`src/rtl/sha2_pkg.sv`:
```
// SHA-256 shared definitions: round constants, IV, FSM states and
// the FIPS 180-4 logical functions used by the core and round datapath.
package sha2_pkg;

  typedef enum logic [1:0] {
    S_IDLE   = 2'd0,
    S_ROUND  = 2'd1,
    S_UPDATE = 2'd2,
    S_DONE   = 2'd3
  } state_e;

  // Eight 32-bit words: index 0 is a / H0, index 7 is h / H7.
  typedef logic [0:7][31:0] wv_t;

  localparam logic [0:63][31:0] K = {
    32'h428a2f98, 32'h71374491, 32'hb5c0fbcf, 32'he9b5dba5,
    32'h3956c25b, 32'h59f111f1, 32'h923f82a4, 32'hab1c5ed5,
    32'hd807aa98, 32'h12835b01, 32'h243185be, 32'h550c7dc3,
    32'h72be5d74, 32'h80deb1fe, 32'h9bdc06a7, 32'hc19bf174,
    32'he49b69c1, 32'hefbe4786, 32'h0fc19dc6, 32'h240ca1cc,
    32'h2de92c6f, 32'h4a7484aa, 32'h5cb0a9dc, 32'h76f988da,
    32'h983e5152, 32'ha831c66d, 32'hb00327c8, 32'hbf597fc7,
    32'hc6e00bf3, 32'hd5a79147, 32'h06ca6351, 32'h14292967,
    32'h27b70a85, 32'h2e1b2138, 32'h4d2c6dfc, 32'h53380d13,
    32'h650a7354, 32'h766a0abb, 32'h81c2c92e, 32'h92722c85,
    32'ha2bfe8a1, 32'ha81a664b, 32'hc24b8b70, 32'hc76c51a3,
    32'hd192e819, 32'hd6990624, 32'hf40e3585, 32'h106aa070,
    32'h19a4c116, 32'h1e376c08, 32'h2748774c, 32'h34b0bcb5,
    32'h391c0cb3, 32'h4ed8aa4a, 32'h5b9cca4f, 32'h682e6ff3,
    32'h748f82ee, 32'h78a5636f, 32'h84c87814, 32'h8cc70208,
    32'h90befffa, 32'ha4506ceb, 32'hbef9a3f7, 32'hc67178f2
  };

  localparam wv_t IV = {
    32'h6a09e667, 32'hbb67ae85, 32'h3c6ef372, 32'ha54ff53a,
    32'h510e527f, 32'h9b05688c, 32'h1f83d9ab, 32'h5be0cd19
  };

  function automatic logic [31:0] rotr(
    input logic [31:0] x,
    input int unsigned n
  );
    return (x >> n) | (x << (32 - n));
  endfunction

  function automatic logic [31:0] ch(
    input logic [31:0] x, y, z
  );
    return (x & y) ^ (~x & z);
  endfunction

  function automatic logic [31:0] maj(
    input logic [31:0] x, y, z
  );
    return (x & y) ^ (x & z) ^ (y & z);
  endfunction

  function automatic logic [31:0] bsig0(input logic [31:0] x);
    return rotr(x, 2) ^ rotr(x, 13) ^ rotr(x, 22);
  endfunction

  function automatic logic [31:0] bsig1(input logic [31:0] x);
    return rotr(x, 6) ^ rotr(x, 11) ^ rotr(x, 25);
  endfunction

  function automatic logic [31:0] ssig0(input logic [31:0] x);
    return rotr(x, 7) ^ rotr(x, 18) ^ (x >> 3);
  endfunction

  function automatic logic [31:0] ssig1(input logic [31:0] x);
    return rotr(x, 17) ^ rotr(x, 19) ^ (x >> 10);
  endfunction

endpackage

```
`src/rtl/sha2_round.sv`:
```
// One SHA-256 compression round.
// Ports: v_i = a..h in, k_i = K_t, w_i = W_t, v_o = next a..h.
module sha2_round
  import sha2_pkg::*;
(
  input  wv_t         v_i,
  input  logic [31:0] k_i,
  input  logic [31:0] w_i,
  output wv_t         v_o
);

  logic [31:0] t1;
  logic [31:0] t2;

  always_comb begin
    t1 = v_i[7] + bsig1(v_i[4]) + ch(v_i[4], v_i[5], v_i[6])
       + k_i + w_i;
    t2 = bsig0(v_i[0]) + maj(v_i[0], v_i[1], v_i[2]);
    v_o = {t1 + t2, v_i[0], v_i[1], v_i[2],
           v_i[3] + t1, v_i[4], v_i[5], v_i[6]};
  end

endmodule

```
`src/rtl/sha2_core_probe.sv`:
```
// SHA-256 block compression core, one round per clock, chained H state.
// Ports: clk, rst (sync active-low), load/start/data_in in; end_op,
// H_out (H0 in MSBs) out; probe1..4 = a, e, W_t, t when SHA2_PROBE_EN
// is defined, otherwise tied to zero.
module sha2_core_probe
  import sha2_pkg::*;
(
  input  logic         clk,
  input  logic         rst,
  input  logic         load,
  input  logic         start,
  input  logic [31:0]  data_in,
  output logic         end_op,
  output logic [255:0] H_out,
  output logic [31:0]  probe1,
  output logic [31:0]  probe2,
  output logic [31:0]  probe3,
  output logic [31:0]  probe4
);

  state_e state_q, state_d;
  logic [6:0] t_q, t_d;
  logic end_op_q, end_op_d;
  wv_t h_q, h_d;
  wv_t v_q, v_d;
  wv_t v_rnd;
  // blk holds the loaded block; w is the live schedule window, w[0] = W_t.
  logic [0:15][31:0] blk_q, blk_d;
  logic [0:15][31:0] w_q, w_d;
  logic [31:0] w_new;

  sha2_round u_round (
    .v_i (v_q),
    .k_i (K[t_q[5:0]]),
    .w_i (w_q[0]),
    .v_o (v_rnd)
  );

  // Produces W_{t+16} from the window holding W_t..W_{t+15}.
  assign w_new = ssig1(w_q[14]) + w_q[9]
               + ssig0(w_q[1]) + w_q[0];

  always_ff @(posedge clk) begin
    if (!rst) begin
      state_q  <= S_IDLE;
      t_q      <= '0;
      end_op_q <= 1'b0;
      h_q      <= IV;
      v_q      <= '0;
      blk_q    <= '0;
      w_q      <= '0;
    end else begin
      state_q  <= state_d;
      t_q      <= t_d;
      end_op_q <= end_op_d;
      h_q      <= h_d;
      v_q      <= v_d;
      blk_q    <= blk_d;
      w_q      <= w_d;
    end
  end

  always_comb begin
    state_d = state_q;
    unique case (state_q)
      S_IDLE: if (start) state_d = S_ROUND;
      S_ROUND: if (t_q == 7'd63) state_d = S_UPDATE;
      S_UPDATE: state_d = S_DONE;
      S_DONE: begin
        if (start) state_d = S_ROUND;
        else if (load) state_d = S_IDLE;
      end
      default: state_d = S_IDLE;
    endcase
  end

  always_comb begin
    t_d      = t_q;
    end_op_d = end_op_q;
    h_d      = h_q;
    v_d      = v_q;
    blk_d    = blk_q;
    w_d      = w_q;
    unique case (state_q)
      S_IDLE, S_DONE: begin
        if (start) begin
          v_d      = h_q;
          t_d      = '0;
          end_op_d = 1'b0;
          w_d      = blk_q;
        end else if (load) begin
          blk_d    = {blk_q[1:15], data_in};
          end_op_d = 1'b0;
        end else if (state_q == S_DONE) begin
          end_op_d = 1'b1;
        end
      end
      S_ROUND: begin
        v_d = v_rnd;
        t_d = t_q + 7'd1;
        w_d = {w_q[1:15], w_new};
      end
      S_UPDATE: begin
        for (int i = 0; i < 8; i++) h_d[i] = h_q[i] + v_q[i];
      end
      default: ;
    endcase
  end

  assign end_op = end_op_q;
  assign H_out  = h_q;

`ifdef SHA2_PROBE_EN
  assign probe1 = v_q[0];
  assign probe2 = v_q[4];
  assign probe3 = w_q[0];
  assign probe4 = {25'd0, t_q};
`else
  assign probe1 = '0;
  assign probe2 = '0;
  assign probe3 = '0;
  assign probe4 = '0;
`endif

endmodule

```
`config.mk`:
```
export PLATFORM = sky130hd
export DESIGN_NAME = sha2_core_probe
export DESIGN_NICKNAME = d
export VERILOG_FILES = /design/src/rtl/sha2_pkg.sv /design/src/rtl/sha2_round.sv /design/src/rtl/sha2_core_probe.sv
export SDC_FILE = /design/constraint.sdc
export NUM_CORES = 2
export LEC_CHECK = 0
export ABC_AREA = 1
export BUFFER_PORTS_ARGS = -buffer_cell sky130_fd_sc_hd__buf_2
export CORE_MARGIN = 2
export CORE_UTILIZATION = 31
export CTS_BUF_LIST = sky130_fd_sc_hd__clkbuf_4 sky130_fd_sc_hd__clkbuf_8 sky130_fd_sc_hd__clkbuf_16
export CTS_CLUSTER_SIZE = 30
export DETAILED_ROUTE_END_ITERATION = 6
export SLEW_MARGIN = 40
export SYNTH_ARGS = -nofsm -noshare
export SYNTH_HDL_FRONTEND = slang
export SYNTH_HIERARCHICAL = 1
export SYNTH_SLANG_ARGS = --single-unit
```
`constraint.sdc`:
```
create_clock -name clk -period 7.8 [get_ports clk]
set_input_delay 1.17 -clock clk [delete_from_list [all_inputs] [get_ports clk]]
set_output_delay 1.17 -clock clk [all_outputs]
set_load 0.01 [all_outputs]
```
==> impl_results.md <==
* First-pass iteration count of the detailed router at 6
* Number of distinct library cells after synthesis at 69
* RD Place Congestion at 0.9915
* Worst min path class: reg -> reg
* Port Buffers at 292
* Rel. slew slack at 0.2735
* H-tree Lvls at 4
* Synth Flop Type: dfxtp_1
* DRC at 0
* Max Cap Viol at 0
* Number of flops mapped to enable cells by yosys at 0
* Synth top area share at 0.3228
* Yosys top cell by area: dfxtp_1
* Fraction of registers with async set/reset at 0
* End of the critical path: v_q[238]$_SDFFE_PN0P_
* Final Hold Viols at 0
* Cell area after synthesis at 95,870 µm²
* DR iter-0 viols at 8,278
* Routed via count at 91,750
* Commonest cells in the netlist: nand2_1 (3,300), nor2_1 (1,696), dfxtp_1 (1,546)
* Setup TNS at 0 ns
* Worst setup EP type: flop
* Clock Sinks at 1,546
* DIE WIDTH at 560.1 µm
* Max incr delay on CP at 0.49 ns
* Die Y at 560.1 µm
* GRT Residual Overflow at 0
* Crit path kind: reg -> reg
* Yosys synthesis warning count at 6
* Yosys reg bits at 1,546
* Setup-failing EPs final at 0
* Max clock buf depth at 4
* Data required, critical path at 8.54 ns
* Crit start category: flop
* Gate Count Post-Synth at 13,940
* Clock skew at 0.08689 ns
* Ports at 421
* Starting density of the core at 0.3109
* Final worst-path cycle share at 0.9541
* Layout cells sized above 1 at 0.08039
* Clk pin slew, worst setup/hold paths at 0.06 ns
* Worst flop-to-flop path endpoint: v_q[238]$_SDFFE_PN0P_
* Worst Path Max Fanout at 6
* Core Box Area at 308,300 µm²
* Remaining antenna violation count at 0
* F_max at 134.4 MHz
* Worst setup startpoint: t_q[1]$_SDFFE_PN0P_
* Outcome: finished, final reports clean
* Most frequent cell after synthesis: nand2_1
* R2r worst-path depth at 37
* Vias in the first global route at 84,380
* CTS buffer count at 180
* CTS tree: yes
* Antenna violations before repair at 7
* Layout area overhead at 10.85%
* Slowest stage cell, crit path: fa_1
* Reg2Reg Setup Slack at 0.36 ns
* Vias/cell at 5.078
* GRT Util Overall at 0.2227
* FF-to-FF Start: t_q[1]$_SDFFE_PN0P_
* RSZ-0062 raised after global routing: false
* Worst slew pin tran at 1.090 ns
* CTS Root Cell: clkbuf_16
* Die area at 313,700 µm²
* Post-synthesis sequential area ratio at 0.3228
* Critical Path AT at 8.18 ns
* Top cells by area, synth: dfxtp_1 (32%), nand2_1 (13%), o21ai_0 (7.5%)
* Max Transition Viols Final at 0
* Pin count of the biggest net entering global routing at 205
* Post-DP HPWL at 271,000 µm
* Detailed-route wire length at 365,900 µm
* Nets at 14,430
* Cts hold-fix bufs at 0
* First-pass GRT wire length at 544,600 µm
* Number of fill cells at 33,720
* Setup Buffers After CTS at 0
* DR WL/cell at 20.25 µm
* Num rows at 204
* Clk_lat worst skew at 0.89 ns
* Final Critical Period at 7.442 ns
* Syn Area/Cell at 6.876 µm²
## flip-flops by register name (all words and copies together) (netlist names)
| name | cells |
|---|---|
| end_op | 1 |
| state_q | 2 |
| w_q | 512 |
| t_q | 7 |
| H_out | 256 |
| v_q | 256 |
| blk_q | 512 |
## cells in the final DEF (no fill, tap or decap), types with 26 or more instances in the layout
cell type | synthesis | final
a21o_1 | 26 | 26
a21oi_1 | 778 | 777
a31oi_1 | 756 | 755
buf_2 | 325 | 291
buf_4 | 321 | 279
clkbuf_16 | 0 | 183
clkbuf_4 | 0 | 39
clkbuf_8 | 0 | 32
clkinv_2 | 0 | 35
conb_1 | 1 | 128
dfxtp_1 | 1546 | 1545
fa_1 | 195 | 195
ha_1 | 398 | 393
inv_1 | 1151 | 1149
nand2_1 | 3300 | 3299
nand2_2 | 26 | 27
nand3_1 | 425 | 425
nand3b_1 | 28 | 28
nand4_1 | 62 | 62
nor2_1 | 1696 | 1683
nor2_2 | 16 | 28
nor3_1 | 75 | 74
o21a_1 | 34 | 34
o21ai_0 | 1442 | 1435
o21ai_1 | 189 | 196
o21bai_1 | 95 | 94
xnor2_1 | 156 | 156
xor2_1 | 235 | 231
## worst min path at each step
stage                                        end                   from  depth (start not counted)
after floorplan           blk_q[32]$_SDFFE_PN0P_  blk_q[0]$_SDFFE_PN0P_                          2
after global placement      w_q[13]$_SDFFE_PN0P_   w_q[13]$_SDFFE_PN0P_                          2
after detailed placement    w_q[16]$_SDFFE_PN0P_   w_q[16]$_SDFFE_PN0P_                          2
after CTS                  w_q[200]$_SDFFE_PN0P_  w_q[168]$_SDFFE_PN0P_                          2
after global routing       w_q[166]$_SDFFE_PN0P_  w_q[134]$_SDFFE_PN0P_                          2
final                      w_q[166]$_SDFFE_PN0P_  w_q[134]$_SDFFE_PN0P_                          2
## area by class of cell
class | count | area [µm²] | area share
Clock inverter | 73 | 989.7 | 0.009312
Inverter | 1164 | 4423 | 0.04162
Clock buffer | 254 | 5313 | 0.04999
Timing Repair Buffer | 619 | 4504 | 0.04238
Antenna cell | 3 | 7.507 | 0.00007064
Multi-Input combinational cell | 10290 | 54940 | 0.5169
Tap cell | 4120 | 5155 | 0.04850
Sequential cell | 1546 | 30950 | 0.2912
## layer usage
layer	wire (µm)	track usage	share of wire	vias to the layer above
met4	18170	0.09881	0.050	4
met2	162500	0.3516	0.44	2611
met1	163900	0.3025	0.45	43340
met3	21290	0.02846	0.058	581
met5	34	0	0.000093	-
li1	-	-	-	45210
## through the flow
step | setup WS, ns | instance area, µm² | hold slack [ns] | util | instances
finish | 0.3583 | 106300 | 0.4221 | 0.3447 | 18070
global route | 0.003844 | 106300 | 0.4493 | 0.3447 | 18060
CTS | 0.1457 | 105800 | 0.4209 | 0.3432 | 18050
detailed placement | 0.2085 | 99520 | 0.4558 | 0.3228 | 17730
global placement | 0.2099 | 99440 | 0.4529 | 0.3225 | 17730
floorplan | 0.9718 | 96350 | 0.4441 | - | 14070
## cells by family (layout without fill, tap and decap cells)
group,Yosys count,in the layout,synth area share
compound gates,3434,3434,0.1970
xor+xnor,392,392,0.03589
fa+ha+maj,596,596,0.09297
buf+inv,2236,2110,0.1111
flops,1546,1546,0.3228
mux,31,31,0.003380
other cells,1,131,0.00003911
simple gates,5707,5707,0.2369
## worst max-delay path: cells and delay by family (launching register included)
| kind | cells | cell delay (ns) |
|---|---|---|
| AOI/OAI and AO/OA | 7 | 1.14 |
| xor gates and xnor gates | 2 | 0.39 |
| adders and majority gates | 8 | 3.08 |
| buffers and inverters | 11 | 1.27 |
| DFF | 1 | 0.32 |
| and+or+nand+nor | 9 | 1.13 |
## what timing repair did
| item | 4_1_cts | 5_1_grt |
|---|---|---|
| gates resized for setup | 0 | 43 |
| setup endpoints to repair | 0 | 20 |
| endpoints found under the hold margin | 0 | 0 |
Power is left out: the tool's default activity adds up to more than one toggle a clock period on the data nets, which glitch-free logic cannot reach.
